$ cat src/rtl/mem_port_arbiter_pkg.sv
// Shared encodings for the SRAM port arbiter: mem_control codes, FSM states,
// access owner and the idle/reset SRAM address.
package mem_port_arbiter_pkg;

    localparam logic [1:0] MC_IDLE  = 2'b00;
    localparam logic [1:0] MC_READ  = 2'b10;
    localparam logic [1:0] MC_WRITE = 2'b01;

    localparam logic [15:0] RESET_ADDR = 16'hFFFF;

    typedef enum logic [1:0] {
        ST_IDLE,
        ST_SETUP,
        ST_STROBE,
        ST_DONE
    } state_t;

    typedef enum logic {
        OWN_IF,
        OWN_MEM
    } owner_t;

endpackage

$ cat src/rtl/mem_port_arbiter_ram_strobe_timer.sv
// Strobe-width counter: loads WAIT_CYCLES-1, counts down to zero, done at zero.
// Latency: done seen WAIT_CYCLES-1 decrements after load; no backpressure.
module ram_strobe_timer #(
    parameter int WAIT_CYCLES = 1
) (
    input  logic clk,
    input  logic rst,
    input  logic load,
    input  logic dec,
    output logic done
);

    localparam int CW = 4;

    logic [CW-1:0] cnt;

    always_ff @(posedge clk) begin
        if (rst) begin
            cnt <= '0;
        end else if (load) begin
            cnt <= CW'(WAIT_CYCLES - 1);
        end else if (dec && cnt != '0) begin
            cnt <= cnt - 1'b1;
        end
    end

    assign done = (cnt == '0);

endmodule

$ cat src/rtl/mem_port_arbiter.sv
// Arbitrates fetch and MEM-stage requests onto one SRAM (MEM first).
// Latency: grant to valid pulse 2+WAIT_CYCLES; losers stall until their own access completes.
module mem_port_arbiter
    import mem_port_arbiter_pkg::*;
#(
    parameter int WAIT_CYCLES = 1,
    parameter int ADDR_W      = 16,
    parameter int DATA_W      = 16
) (
    input  logic              clk,
    input  logic              rst,
    input  logic              if_req,
    input  logic [ADDR_W-1:0] if_addr,
    output logic [DATA_W-1:0] if_rdata,
    output logic              if_valid,
    output logic              stall_if,
    input  logic [1:0]        mem_control,
    input  logic [ADDR_W-1:0] mem_addr,
    input  logic [DATA_W-1:0] mem_wdata,
    output logic [DATA_W-1:0] mem_rdata,
    output logic              mem_valid,
    output logic              stall_mem,
    output logic [ADDR_W-1:0] ram_addr,
    output logic [DATA_W-1:0] ram_dout,
    output logic              ram_dout_en,
    input  logic [DATA_W-1:0] ram_din,
    output logic              ram_ce_n,
    output logic              ram_oe_n,
    output logic              ram_we_n
);

    state_t state;
    owner_t owner;
    logic   op_write;
    logic   mem_req;
    logic   timer_done;

    assign mem_req   = (mem_control == MC_READ) || (mem_control == MC_WRITE);
    assign stall_if  = if_req & ~if_valid;
    assign stall_mem = mem_req & ~mem_valid;

    ram_strobe_timer #(
        .WAIT_CYCLES(WAIT_CYCLES)
    ) u_timer (
        .clk  (clk),
        .rst  (rst),
        .load (state == ST_SETUP),
        .dec  (state == ST_STROBE),
        .done (timer_done)
    );

    // Pin outputs are registered: each edge loads the values for the state being entered.
    always_ff @(posedge clk) begin
        if (rst) begin
            state       <= ST_IDLE;
            owner       <= OWN_IF;
            op_write    <= 1'b0;
            ram_ce_n    <= 1'b1;
            ram_oe_n    <= 1'b1;
            ram_we_n    <= 1'b1;
            ram_dout_en <= 1'b0;
            ram_addr    <= ADDR_W'(RESET_ADDR);
            ram_dout    <= '0;
            if_valid    <= 1'b0;
            mem_valid   <= 1'b0;
            if_rdata    <= '0;
            mem_rdata   <= '0;
        end else begin
            if_valid  <= 1'b0;
            mem_valid <= 1'b0;
            case (state)
                ST_IDLE: begin
                    if (mem_req) begin
                        state       <= ST_SETUP;
                        owner       <= OWN_MEM;
                        op_write    <= (mem_control == MC_WRITE);
                        ram_addr    <= mem_addr;
                        ram_dout    <= mem_wdata;
                        ram_ce_n    <= 1'b0;
                        ram_dout_en <= (mem_control == MC_WRITE);
                    end else if (if_req) begin
                        state       <= ST_SETUP;
                        owner       <= OWN_IF;
                        op_write    <= 1'b0;
                        ram_addr    <= if_addr;
                        ram_ce_n    <= 1'b0;
                        ram_dout_en <= 1'b0;
                    end
                end
                ST_SETUP: begin
                    state <= ST_STROBE;
                    if (op_write) begin
                        ram_we_n <= 1'b0;
                    end else begin
                        ram_oe_n <= 1'b0;
                    end
                end
                ST_STROBE: begin
                    if (timer_done) begin
                        state    <= ST_DONE;
                        ram_oe_n <= 1'b1;
                        ram_we_n <= 1'b1;
                        if (owner == OWN_IF) begin
                            if_valid <= 1'b1;
                            if_rdata <= ram_din;
                        end else begin
                            mem_valid <= 1'b1;
                            if (!op_write) begin
                                mem_rdata <= ram_din;
                            end
                        end
                    end
                end
                default: begin
                    state       <= ST_IDLE;
                    ram_ce_n    <= 1'b1;
                    ram_dout_en <= 1'b0;
                end
            endcase
        end
    end

endmodule

$ cat config.mk
export PLATFORM = sky130hd
export DESIGN_NAME = mem_port_arbiter
export DESIGN_NICKNAME = d
export VERILOG_FILES = /design/src/rtl/mem_port_arbiter_pkg.sv /design/src/rtl/mem_port_arbiter_ram_strobe_timer.sv /design/src/rtl/mem_port_arbiter.sv
export SDC_FILE = /design/constraint.sdc
export NUM_CORES = 1
export LEC_CHECK = 0
export ABC_AREA = 1
export CORE_MARGIN = 4
export CORE_UTILIZATION = 43
export DETAILED_ROUTE_END_ITERATION = 12
export PLACE_DENSITY = 0.8
export SYNTH_ARGS = -nofsm -noshare
export SYNTH_HDL_FRONTEND = slang
export SYNTH_SLANG_ARGS = --single-unit
export TNS_END_PERCENT = 20
$ cat constraint.sdc
create_clock -name clk -period 1.9 [get_ports clk]
set_clock_uncertainty 0.1 [all_clocks]
set_input_delay 0.38 -clock clk [delete_from_list [all_inputs] [get_ports clk]]
set_output_delay 0.38 -clock clk [all_outputs]
set_load 0.1 [all_outputs]
After elaboration in Yosys (flattened, before gate mapping) --
Cells that the tools add are included.
Word-level totals: bits in registers 78, output and inout bits 72
Operators by class: $add $sub $neg 1, eq/ne operators 8, muxes and demuxes 19, bitwise operators 9, reductions and logical operators 18
Operators with widths (number):
- $mux 16 | 2
- $mux 1 | 9
- $reduce_and 3->1 | 3
- $pmux 1 s2 | 4
- $reduce_and 2->1 | 4
- $not 1->1 | 7
- $mux 2 | 3
- $ne 2x2->1 const B | 3
- $pmux 2 s3 | 1
- $eq 2x1->1 const B | 2
- $eq 2x2->1 const B | 2
- $logic_not 4->1 | 1
- $reduce_and 4->1 | 1
- $reduce_bool 2->1 | 2
- $reduce_bool 4->1 | 1
- $reduce_or 2->1 | 2
- $sub 4x1->4 const B | 1
- $ne 3x3->1 const B | 1
- $reduce_or 3->1 | 1
- $and 1x1->1 | 2
- $logic_not 2->1 | 1
- $logic_and 1x1->1 | 1
- $logic_or 1x1->1 | 1

Depth between registers and ports, before layout --
depth in word-level cells 4, mapped depth 9, mapped depth without buffers 8

Cells and area by module --
From an unflattened synthesis, not the netlist that was laid out.
Unflattened totals: cell total of the unflattened synthesis 436, area total of the unflattened synthesis 3181.8 µm²
Modules (own cells, without submodules):
- mem_port_arbiter | instances 1, cells an instance 403, area each 2947.8 µm², seq. area each 1481.4 µm²
- ram_strobe_timer | instances 1, cells an instance 33, area each 234.0 µm², seq. area each 80.1 µm²

Worst setup path before layout --
No wires, ideal clock.
path type input to output, from input mem_control[1], to output stall_mem, arrival 2.339 ns, required time 1.420 ns, path slack -0.919 ns, stages on the path 5, buffers on the path 2, path through inv_1 -> ha_1 -> buf_6 -> buf_4 -> nor2_1
On the way: word-level cells in the longest chain between the ends 3
RTL lines:
- from (decl) | line mem_port_arbiter.sv:17 | input logic [1:0] mem_control,
- $eq 2x2->1 / $eq 2x1->1 (equally long branches) | line mem_port_arbiter.sv:38 | assign mem_req = (mem_control == MC_READ) || (mem_control == MC_WRITE);
- $logic_or 1x1->1 (*) | line mem_port_arbiter.sv:38
- $and 1x1->1 (*) | line mem_port_arbiter.sv:40 | assign stall_mem = mem_req & ~mem_valid;
- to (decl) | line mem_port_arbiter.sv:22 | output logic stall_mem,
Every way passes the cells marked *; elsewhere a longest branch is shown, timed or not.

Worst setup path after layout --
Same ends and word-level chain as after synthesis.

==> metrics.md <==
| Metric | Value |
|---|---|
| Global-route total usage across every layer | 20.7% |
| Number of diodes | 0 |
| Fraction of synthesized area in multiplexers | 0% |
| Signed area change from the synthesized netlist to the final layout | 70.8% |
| First-pass GRT wire length | 16100 um |
| H-tree levels | 3 |
| Cts bufs inserted | 9 |
| Height of the die | 97.6 um |
| Sort of element at the end of the critical path | primary output |
| IR Drop Worst-Case VDD | 1.02 mV |
| Average size of a mapped cell | 7.50 um2 |
| Core Region | 0.00777 mm2 |
| Die area | 0.00953 mm2 |
| Grt met3 use | 8.04% |
| Post-DP Area | 0.00570 mm2 |
| Clock latency reported for the late side of the worst-skew pair | 0.34 ns |
| Clk buf depth | 2 |
| Area fraction in compound gates after synthesis | 10.0% |
| Post-DR wirelength/cell | 14.2 um |
| Distinct cell type count of the synthesized netlist | 34 |
| GRT met1 Usage | 25.3% |
| Startpoint class of the critical path | input port |
| Number of max-cap violations | 0 |
| Number of port buffers | 140 |
| Setup repair after global routing missed its margin | no |
| Largest net degree at the start of global routing | 34 |
| Initial antenna violation count | 0 |
| Final net count | 680 |
| Gate Count Post-Synth | 460 |
| Cell type of the slowest stage on the worst timing path | sky130_fd_sc_hd__dlygate4sd2_1 |
| Number of design rule violations left after detail routing | 0 |
| Worst Hold Class | reg2reg |
| Share of layout cells above drive strength 1 | 22.7% |
| Portion of the clock cycle consumed by the worst path in the final layout | 94.0% |
| Clk sink count | 78 |
| Placed wire-length estimate | 7640 um |
| Worst max-slew margin expressed relative to the limit | 72.3% |
| Run status | complete, no violations |
| Synthesized net count | 537 |
| CP Data Arrival Time | 1.31 ns |
| Maximum achievable frequency | 560 MHz |
| Simple-gate area share of the yosys netlist | 32.2% |
| Number of placement rows | 32 |
| Most Used Layer, Global Route | met2 |
| #FFs+latches synth | 78 |
| Final count of negative-setup-slack endpoints | 0 |
| Adder-cell share of the synthesized area | 2.90% |
| Slew at the pin closest to its max-slew limit | 0.415 ns |
| CTS tree | done |
| Time the worst path needs with I/O delays and setup | 1.79 ns |
| Combinational family with the most area after synthesis | simple AND/OR/NAND/NOR gates |
| Count of pins on the block boundary | 141 |
| Critical path data required time | 1.42 ns |
| Post-route insts no fill | 709 |
| Effective utilization at floorplan | 44.4% |
| Post-synth top area cell | sky130_fd_sc_hd__dfxtp_1 |
| Remaining number of nets flagged by the antenna check after routing | 0 |
| Top cells by area in the synthesized netlist | sky130_fd_sc_hd__dfxtp_1 (45%), sky130_fd_sc_hd__nor2_1 (12%), sky130_fd_sc_hd__nand2_1 (11%) |
| Register area share after synthesis | 45.2% |
| Cell area after synthesis | 0.00345 mm2 |
| Number of synthesis warnings | 0 |
| Number of buffer and inverter stages on the critical path | 4 |
| Vias per inst | 4.83 |
| Family of cells with the greatest summed delay on the critical path | buffers and inverters |
| Pwr Density | 1710 mW/mm2 |
| DRC violation total after the first TritonRoute iteration | 120 |
| Worst setup path category | in2out |
| Launching instance or port of the critical path | mem_control[1] |
| Placer's final routability congestion estimate | 0.790 |
| GR Layer Usage met2 | 32.9% |
| Hold path start | op_write |
| Longest individual stage delay on the worst path | 0.25 ns |
| Number of iterations in the first detailed-routing pass | 5 |
| Final instance area | 0.00589 mm2 |
| Final Max Tran Viols | 0 |
| Total placed cells including tap cells | 693 |
| GRT Residual Overflow | 0 |
| Post-synth top area share | 45.2% |
| Hold buffer count at CTS | 0 |
| Final Hold Fails | 0 |
| Xor-xnor portion of the synthesized cell area | 0% |
| Clock root buffer | sky130_fd_sc_hd__clkbuf_8 |
| Post CTS Setup Buffer Count | 0 |
| Die span in x | 97.6 um |
| Via count of the first global-routing pass | 3251 |
| Clock transition at path regs | 0.07 ns |
| Crit-path max FO | 3 |
| RR Startpoint | state[0] |
| Critical-path cell list | dlygate4sd2_1, inv_2, ha_4, buf_4, nor2_4, buf_12 |
| Total leakage power | 2.64 nW |
| Vias | 3427 |
| Wirelength, routed | 10000 um |
through the flow:
stage	setup WS (ns)	TNS, ns	hold slack [ns]	total power, W	utilization, %
after CTS	0.101	0	0.384	0.0101	75.6
after detailed placement	-0.269	-8.41	0.373	0.00906	73.4
after global placement	-0.190	-5.96	0.367	0.00893	73.4
after floorplan	-0.150	-0.150	0.354	0.00663	-
final	0.114	0	0.386	0.0101	75.9
after global routing	0.0488	0	0.419	0.0106	75.9
cell usage after synthesis, drive strengths merged:
library cell,number
a31oi,1
o21a,1
a21oi,8
buf,19
clkbuf,3
o211ai,16
nand4,3
dfxtp,78
nand2,99
a21boi,1
nor3,1
inv,48
ha,8
nor2,114
or2,16
nand3,24
o21ai,19
o21bai,1
sequential cells by signal, indices dropped and copies added (netlist names):
signal / cells
ram_dout_en: 1
owner: 1
ram_dout: 16
ram_oe_n: 1
mem_rdata: 16
state: 2
ram_ce_n: 1
if_rdata: 16
op_write: 1
if_valid: 1
ram_addr: 16
mem_valid: 1
ram_we_n: 1
u_timer.cnt: 4
layout make-up:
class | instances | area, um2
clock buffers | 9 | 124
clock inverters | 6 | 38.8
fillers | 519 | 1870
inverters | 48 | 183
multi-input cells | 313 | 1610
flip-flops and latches | 78 | 1560
well taps | 102 | 128
repair buffers | 153 | 2250
cell usage in the layout, fill, tap and decap left out, types with 2 or more instances in the layout:
cell / instances
sky130_fd_sc_hd__clkinvlp_4: 2
sky130_fd_sc_hd__clkdlybuf4s50_1: 66
sky130_fd_sc_hd__ha_1: 7
sky130_fd_sc_hd__dfxtp_1: 78
sky130_fd_sc_hd__clkinv_2: 3
sky130_fd_sc_hd__buf_4: 10
sky130_fd_sc_hd__nand2_1: 97
sky130_fd_sc_hd__o21ai_0: 18
sky130_fd_sc_hd__buf_12: 75
sky130_fd_sc_hd__inv_1: 41
sky130_fd_sc_hd__clkbuf_8: 9
sky130_fd_sc_hd__nand4_4: 2
sky130_fd_sc_hd__dlygate4sd2_1: 2
sky130_fd_sc_hd__nand3_1: 22
sky130_fd_sc_hd__nor2_4: 5
sky130_fd_sc_hd__o211ai_1: 6
sky130_fd_sc_hd__inv_2: 6
sky130_fd_sc_hd__a21oi_1: 7
sky130_fd_sc_hd__or2_2: 7
sky130_fd_sc_hd__nor2_1: 108
sky130_fd_sc_hd__o211ai_2: 10
sky130_fd_sc_hd__or2_1: 9
sky130_fd_sc_hd__nand4_1: 2
worst paths after layout:
check | to | slack [ns] | cells after the start
max | stall_mem | 0.11 | 6
min | op_write | 0.39 | 2
max reg2reg | mem_rdata[15] | 0.17 | 8
min reg2reg | op_write | 0.39 | 2
cell families (layout without fill, tap and decap cells):
group | Yosys count | after routing
adders and majority gates | 8 | 8
AOI/OAI and AO/OA | 47 | 47
and+or+nand+nor | 257 | 258
DFF | 78 | 78
buffers and inverters | 70 | 216
worst min-delay path, delay by kind of cell (launching register included):
family	cells	cell delay, ns
simple gates	1	0.06
flops	1	0.33
compound gates	1	0.05
where the power goes:
group	leakage (nW)	total, W	internal, W	switching [W]
Sequential	0.640	0.00254	0.00208	0.000462
Combinational	1.92	0.00648	0.00226	0.00422
Clock	0.0813	0.00107	0.000464	0.000604
metal layers:
metal | wire, um | share of wire (%)
met5 | 0 | 0
met4 | 244 | 2.4
met3 | 883 | 8.8
met2 | 4830 | 48
met1 | 4080 | 41
repair_timing:
item                       in CTS  in global routing
gates cloned                    0                  1
resized for setup               4                  1
pin swaps                       1                  1
setup endpoints to repair       1                 12
Power figures use the tool's default switching activity.
